File: config.mk
export PLATFORM = sky130hd
export DESIGN_NAME = mem_arbiter
export DESIGN_NICKNAME = d
export VERILOG_FILES = /design/src/rtl/cache_defs.sv /design/src/rtl/mem_arb_grant.sv /design/src/rtl/mem_arbiter.sv
export SDC_FILE = /design/constraint.sdc
export NUM_CORES = 1
export LEC_CHECK = 0
export CORE_MARGIN = 1.5
export CORE_UTILIZATION = 25
export DETAILED_ROUTE_END_ITERATION = 8
export PLACE_DENSITY = 0.63
export SYNTH_ARGS = -nofsm -noshare
export SYNTH_HDL_FRONTEND = slang
export SYNTH_HIERARCHICAL = 1
export SYNTH_SLANG_ARGS = --single-unit
export TNS_END_PERCENT = 20
File: constraint.sdc
create_clock -name clk -period 6.2 [get_ports clk]
set_input_delay 0.62 -clock clk [delete_from_list [all_inputs] [get_ports clk]]
set_output_delay 0.62 -clock clk [all_outputs]
set_load 0.01 [all_outputs]
File: src/rtl/cache_defs.sv
// Shared types and defaults for the main-memory arbiter between the dcache and the icache.
package cache_defs;

  typedef enum logic [1:0] {
    IDLE   = 2'd0,
    D_XFER = 2'd1,
    I_XFER = 2'd2,
    DRAIN  = 2'd3
  } arb_state_e;

  typedef enum logic {
    OWNER_DC = 1'b0,
    OWNER_IC = 1'b1
  } arb_owner_e;

  localparam int MEM_ARB_MAX_CONSEC = 4;
  localparam int MEM_ARB_CONSEC_W   = 4;

  function automatic arb_owner_e other_owner(input arb_owner_e owner);
    return (owner == OWNER_DC) ? OWNER_IC : OWNER_DC;
  endfunction

endpackage

File: src/rtl/mem_arb_grant.sv
// Grant selection for mem_arbiter: eligibility, dcache priority with starvation limit,
// or a round-robin pointer when MEM_ARB_RR_EN is defined.
module mem_arb_grant
  import cache_defs::*;
#(
  parameter int MAX_CONSEC = MEM_ARB_MAX_CONSEC
) (
  input  logic       clk,
  input  logic       rst,
  input  logic       idle,
  input  logic       dc_req,
  input  logic       dc_ack,
  input  logic       dc_kill,
  input  logic       ic_req,
  input  logic       ic_ack,
`ifdef MEM_ARB_RR_EN
  input  logic       release_grant,
  input  arb_owner_e done_owner,
`endif
  output logic       grant_valid,
  output arb_owner_e grant_owner
);

  logic dc_elig;
  logic ic_elig;
  logic hold_off;

  // The ack-out cycle never grants, so a requester still holding req while it
  // sees its ack cannot be picked again and the other side waits one cycle.
  assign hold_off = dc_ack | ic_ack;
  assign dc_elig  = dc_req & ~dc_ack & ~dc_kill;
  assign ic_elig  = ic_req & ~ic_ack;

`ifdef MEM_ARB_RR_EN

  arb_owner_e rr_ptr;

  always_comb begin
    grant_valid = idle & ~hold_off & (dc_elig | ic_elig);
    grant_owner = OWNER_DC;
    if (dc_elig && ic_elig) begin
      grant_owner = rr_ptr;
    end else if (ic_elig) begin
      grant_owner = OWNER_IC;
    end
  end

  // Pointer moves away from whoever just finished, whether completed or drained.
  always_ff @(posedge clk or posedge rst) begin
    if (rst) begin
      rr_ptr <= OWNER_DC;
    end else if (release_grant) begin
      rr_ptr <= other_owner(done_owner);
    end
  end

`else

  localparam logic [MEM_ARB_CONSEC_W-1:0] CONSEC_LIMIT = MEM_ARB_CONSEC_W'(MAX_CONSEC);

  logic [MEM_ARB_CONSEC_W-1:0] consec;

  always_comb begin
    grant_valid = idle & ~hold_off & (dc_elig | ic_elig);
    grant_owner = OWNER_DC;
    if (ic_elig && (!dc_elig || consec == CONSEC_LIMIT)) begin
      grant_owner = OWNER_IC;
    end
  end

  // Counts dcache grants that jumped a waiting icache request.
  always_ff @(posedge clk or posedge rst) begin
    if (rst) begin
      consec <= '0;
    end else if (!ic_req) begin
      consec <= '0;
    end else if (grant_valid) begin
      if (grant_owner == OWNER_IC) begin
        consec <= '0;
      end else if (consec != CONSEC_LIMIT) begin
        consec <= consec + 1'b1;
      end
    end
  end

`endif

endmodule

File: src/rtl/mem_arbiter.sv
// Single-port main-memory arbiter between the write-back dcache and the icache.
// Define MEM_ARB_RR_EN to replace fixed dcache priority with round-robin selection.
module mem_arbiter
  import cache_defs::*;
#(
  parameter int ADDR_W     = 32,
  parameter int DATA_W     = 32,
  parameter int SEL_W      = 4,
  parameter int MAX_CONSEC = MEM_ARB_MAX_CONSEC
) (
  input  logic              clk,
  input  logic              rst,
  input  logic              dc_req_i,
  input  logic              dc_w_en_i,
  input  logic [ADDR_W-1:0] dc_addr_i,
  input  logic [DATA_W-1:0] dc_w_data_i,
  input  logic [SEL_W-1:0]  dc_sel_byte_i,
  input  logic              dc_kill_i,
  output logic              dc_ack_o,
  output logic [DATA_W-1:0] dc_r_data_o,
  input  logic              ic_req_i,
  input  logic [ADDR_W-1:0] ic_addr_i,
  output logic              ic_ack_o,
  output logic [DATA_W-1:0] ic_r_data_o,
  output logic              mem_req_o,
  output logic              mem_w_en_o,
  output logic [ADDR_W-1:0] mem_addr_o,
  output logic [DATA_W-1:0] mem_w_data_o,
  output logic [SEL_W-1:0]  mem_sel_byte_o,
  output logic              mem_kill_o,
  input  logic              mem_ack_i,
  input  logic [DATA_W-1:0] mem_r_data_i
);

  arb_state_e state;
  arb_state_e state_next;
  logic       grant_valid;
  arb_owner_e grant_owner;
  logic       idle;
  logic       load_payload;
  logic       dc_done;
  logic       ic_done;
  logic       req_next;
  logic       kill_next;

  assign idle = (state == IDLE);

`ifdef MEM_ARB_RR_EN
  logic       release_grant;
  arb_owner_e done_owner;

  assign release_grant = (state != IDLE) && mem_ack_i;
  assign done_owner    = (state == I_XFER) ? OWNER_IC : OWNER_DC;
`endif

  mem_arb_grant #(
    .MAX_CONSEC (MAX_CONSEC)
  ) u_grant (
    .clk           (clk),
    .rst           (rst),
    .idle          (idle),
    .dc_req        (dc_req_i),
    .dc_ack        (dc_ack_o),
    .dc_kill       (dc_kill_i),
    .ic_req        (ic_req_i),
    .ic_ack        (ic_ack_o),
`ifdef MEM_ARB_RR_EN
    .release_grant (release_grant),
    .done_owner    (done_owner),
`endif
    .grant_valid   (grant_valid),
    .grant_owner   (grant_owner)
  );

  always_ff @(posedge clk or posedge rst) begin
    if (rst) begin
      state <= IDLE;
    end else begin
      state <= state_next;
    end
  end

  // A kill that lands with the memory ack just abandons the data; only an
  // earlier kill needs DRAIN to swallow the ack still owed by memory.
  always_comb begin
    state_next = state;
    unique case (state)
      IDLE: begin
        if (grant_valid) begin
          state_next = (grant_owner == OWNER_DC) ? D_XFER : I_XFER;
        end
      end
      D_XFER: begin
        if (mem_ack_i) begin
          state_next = IDLE;
        end else if (dc_kill_i) begin
          state_next = DRAIN;
        end
      end
      I_XFER, DRAIN: begin
        if (mem_ack_i) begin
          state_next = IDLE;
        end
      end
      default: state_next = IDLE;
    endcase
  end

  always_comb begin
    load_payload = idle && grant_valid;
    dc_done      = (state == D_XFER) && mem_ack_i && !dc_kill_i;
    ic_done      = (state == I_XFER) && mem_ack_i;
    req_next     = (state_next != IDLE);
    kill_next    = (state_next == DRAIN);
  end

  // Payload is captured only on the grant edge and stays frozen until the next grant.
  always_ff @(posedge clk or posedge rst) begin
    if (rst) begin
      mem_req_o      <= 1'b0;
      mem_kill_o     <= 1'b0;
      mem_w_en_o     <= 1'b0;
      mem_addr_o     <= '0;
      mem_w_data_o   <= '0;
      mem_sel_byte_o <= '0;
    end else begin
      mem_req_o  <= req_next;
      mem_kill_o <= kill_next;
      if (load_payload) begin
        if (grant_owner == OWNER_DC) begin
          mem_w_en_o     <= dc_w_en_i;
          mem_addr_o     <= dc_addr_i;
          mem_w_data_o   <= dc_w_data_i;
          mem_sel_byte_o <= dc_sel_byte_i;
        end else begin
          mem_w_en_o     <= 1'b0;
          mem_addr_o     <= ic_addr_i;
          mem_w_data_o   <= '0;
          mem_sel_byte_o <= '1;
        end
      end
    end
  end

  always_ff @(posedge clk or posedge rst) begin
    if (rst) begin
      dc_ack_o    <= 1'b0;
      ic_ack_o    <= 1'b0;
      dc_r_data_o <= '0;
      ic_r_data_o <= '0;
    end else begin
      dc_ack_o <= dc_done;
      ic_ack_o <= ic_done;
      if (dc_done) begin
        dc_r_data_o <= mem_r_data_i;
      end
      if (ic_done) begin
        ic_r_data_o <= mem_r_data_i;
      end
    end
  end

endmodule
==> flow_metrics.env <==
export IMPL_tightest_slew_ns=0.884
export IMPL_gp_congestion=0.739
export IMPL_final_cell_mix="275 x clkdlybuf4s50_1, 155 x mux2_2, 143 x dfrtp_1, 33 x nor2b_1, 17 x clkbuf_16"
export IMPL_leakage_nw=4.01
export IMPL_h_tree_depth=4
export IMPL_fp_dieW_um=160
export IMPL_postLayoutCellArea_um2=9760
export IMPL_async_flop_share_pct=100
export IMPL_antenna_found_initial=0
export IMPL_drive_gt1_share_pct=28.0
export IMPL_grt_overflow=0
export IMPL_hold_ws_ns=0.485
export IMPL_antenna_cells=0
export IMPL_num_rows=57
export IMPL_synth_area_leaders="dfrtp_1 58%, mux2_2 28%, nor2b_1 3.4%"
export IMPL_clock_skew_final_ns=0.0100
export IMPL_worst_ep_required_time_ns=6.49
export IMPL_drv_cap=0
export IMPL_yosys_warnings=6
export IMPL_final_common_cell="clkdlybuf4s50_1"
export IMPL_fin_setup_tns_ns=0
export IMPL_seq_area_um2=3580
export IMPL_die_h_um=160
export IMPL_tritoncts="done"
export IMPL_nets=835
export IMPL_r2r_end="mem_w_data_o[15]"
export IMPL_ys_seq_area_share_pct=58.4
export IMPL_hold_viol_final=0
export IMPL_start_util_pct=25.4
export IMPL_clock_sinks=143
export IMPL_syn_nets=559
export IMPL_area_growth_pct=59.3
export IMPL_drtIter0Drc=112
export IMPL_fillerInstances=2260
export IMPL_fmax_mhz=321
export IMPL_grt_usage_pct=12.8
export IMPL_grt_pass1_vias=4688
export IMPL_outcome="finished clean"
export IMPL_io_pin_count=276
export IMPL_grt_max_degree=86
export IMPL_wire_per_inst_um=15.4
export IMPL_cts_hold_buffers=0
export IMPL_clock_latency_ns=0.41
export IMPL_cp_endpoint="mem_w_data_o[15]"
export IMPL_rsz0062_at_grt="no"
export IMPL_cts_buffer_depth=2
export IMPL_crit_slowest_cell="buf_4"
export IMPL_report_final_slew_viol_count=0
export IMPL_postRouteAntennaNets=0
export IMPL_min_delay_path_class="flip-flop to flip-flop"
export IMPL_syn_area_per_cell_um2=14.7
export IMPL_power_total_mw=4.79
export IMPL_slew_headroom_pct=41.1
export IMPL_syn_cell_area_um2=6130
export IMPL_ys_types=32
export IMPL_crit_path_start_kind="flip-flop"
export IMPL_synthFlopType="dfrtp_1"
export IMPL_period_share_pct=50.2
export IMPL_period_minus_slack_ns=3.11
export IMPL_reg2reg_depth=7
export IMPL_arrival_ns=3.40
export IMPL_grt_pass1_wl_mm=25.6
export IMPL_powerDensity_nw_per_um2=490
export IMPL_cpPeakStageDelay_ns=0.72
export IMPL_yosysTopAreaCell="dfrtp_1"
export IMPL_multi_input_area_um2=2350
export IMPL_rrSetupSlack_ns=3.09
export IMPL_clk_pin_slew_worst_paths_ns=0.06
export IMPL_post_dp_cell_area_um2=9190
export IMPL_netlist_instances=418
export IMPL_wirelength_mm=15.9
export IMPL_cts_inserted_buffers=17
export IMPL_endpoint_kind="flip-flop"
export IMPL_cts_root_buffer="clkbuf_16"
export IMPL_yosys_area_top_type_share_pct=58.4
export IMPL_path_cells="nor2_1 > or3b_4 > a21o_4 > clkinv_4 > nor3b_4 > buf_4 > mux2_2"
export IMPL_crit_start="state[0]"
export IMPL_port_buffers=275
export IMPL_synth_edf_count=0
export IMPL_ys_ff_latch=143
export IMPL_via_count=4311
export IMPL_cts_setup_buffers=0
export IMPL_crit_fanout=64
export IMPL_vdd_drop_max_v=0.000221
export IMPL_worstSetupPathType="flip-flop to flip-flop"
export IMPL_viasPerCell=4.18
export IMPL_dpl_hpwl_mm=11.0
export IMPL_route_detailed_drc=0
export IMPL_setup_viol=0
export IMPL_core_region_area_um2=24200
export IMPL_dr_pass1_iters=4
export IMPL_dieArea_um2=25500
export IMPL_worstReg2RegStart="state[0]"
export IMPL_setup_ws_ns=3.09
export IMPL_dp_slack_ns=2.75
export IMPL_ctsResizeCount=0
==> final cells by class <==
| class | instances | share of cell area (%) |
|---|---|---|
| clock buffers | 20 | 4.47 |
| multi-input cells | 238 | 24.1 |
| inverters | 13 | 0.602 |
| well taps | 324 | 4.15 |
| clock inverters | 12 | 1.41 |
| repair buffers | 281 | 28.7 |
| flip-flops and latches | 143 | 36.6 |
==> registers in the layout (all words and copies together) (netlist names) <==
register,count
u_grant/consec,4
mem_sel_byte_o,4
state,2
mem_addr_o,32
mem_req_o,1
ic_r_data_o,32
mem_kill_o,1
mem_w_data_o,32
ic_ack_o,1
dc_r_data_o,32
dc_ack_o,1
mem_w_en_o,1
==> kinds of logic (layout without fill, tap and decap cells) <==
group                      count (synthesis)  after routing  share of synthesized area, %
muxes                                    166            166                          30.4
AOI/OAI and AO/OA                         10             10                          1.35
DFF                                      143            143                          58.4
and+or+nand+nor                           60             60                          6.06
adders and majority gates                  2              2                         0.408
buffers and inverters                     37            326                          3.41
==> synth_stat cells (2+ instances only) <==
cell,instances
nor2b_1,33
ha_1,2
a21oi_1,3
buf_6,4
nor4_1,2
mux2i_1,5
nand2_1,4
dfrtp_1,143
nand3_1,4
mux2_2,155
buf_4,6
o31ai_2,2
mux2_1,6
buf_2,10
nor2_1,8
inv_1,12
clkbuf_1,4
==> per-stage QoR <==
step                      util [%]  instances
after floorplan                  -        418
after global placement        38.0        999
after detailed placement      38.0        999
after CTS                     40.4       1031
after global routing          40.4       1031
final                         40.4       1031
==> how the worst min path moves through the flow <==
stage	startpoint	to	slack, ns	cells after the start
final	mem_w_data_o[4]	mem_w_data_o[4]	0.48	1
after global routing	mem_w_data_o[4]	mem_w_data_o[4]	0.51	1
after CTS	mem_w_data_o[0]	mem_w_data_o[0]	0.49	1
after detailed placement	mem_w_data_o[0]	mem_w_data_o[0]	0.47	1
after global placement	mem_w_data_o[4]	mem_w_data_o[4]	0.47	1
after floorplan	rst	u_grant/consec[0]	0.39	1
==> routing by layer <==
| layer | vias to the layer above | track usage, % | part of all wire (%) |
|---|---|---|---|
| met1 | 2113 | 15.1 | 42 |
| li1 | 2002 | - | - |
| met3 | 10 | 6.38 | 11 |
| met5 | - | 0 | 0 |
| met2 | 186 | 20.4 | 46 |
| met4 | 0 | 3.82 | 0.88 |
==> report_power, final <==
group          switching [mW]  internal [mW]
Clock                   0.410          0.596
Sequential              0.232           1.39
Combinational           0.810           1.35
Total                    1.45           3.34
==> critical path: cells and delay by family (launching register included) <==
kind | cells | cell delay (ns)
buf+inv | 2 | 0.78
flops | 1 | 0.47
simple gates | 3 | 1.01
mux | 1 | 0.42
compound gates | 1 | 0.21
Note: power is estimated with default switching activity, not from simulation.
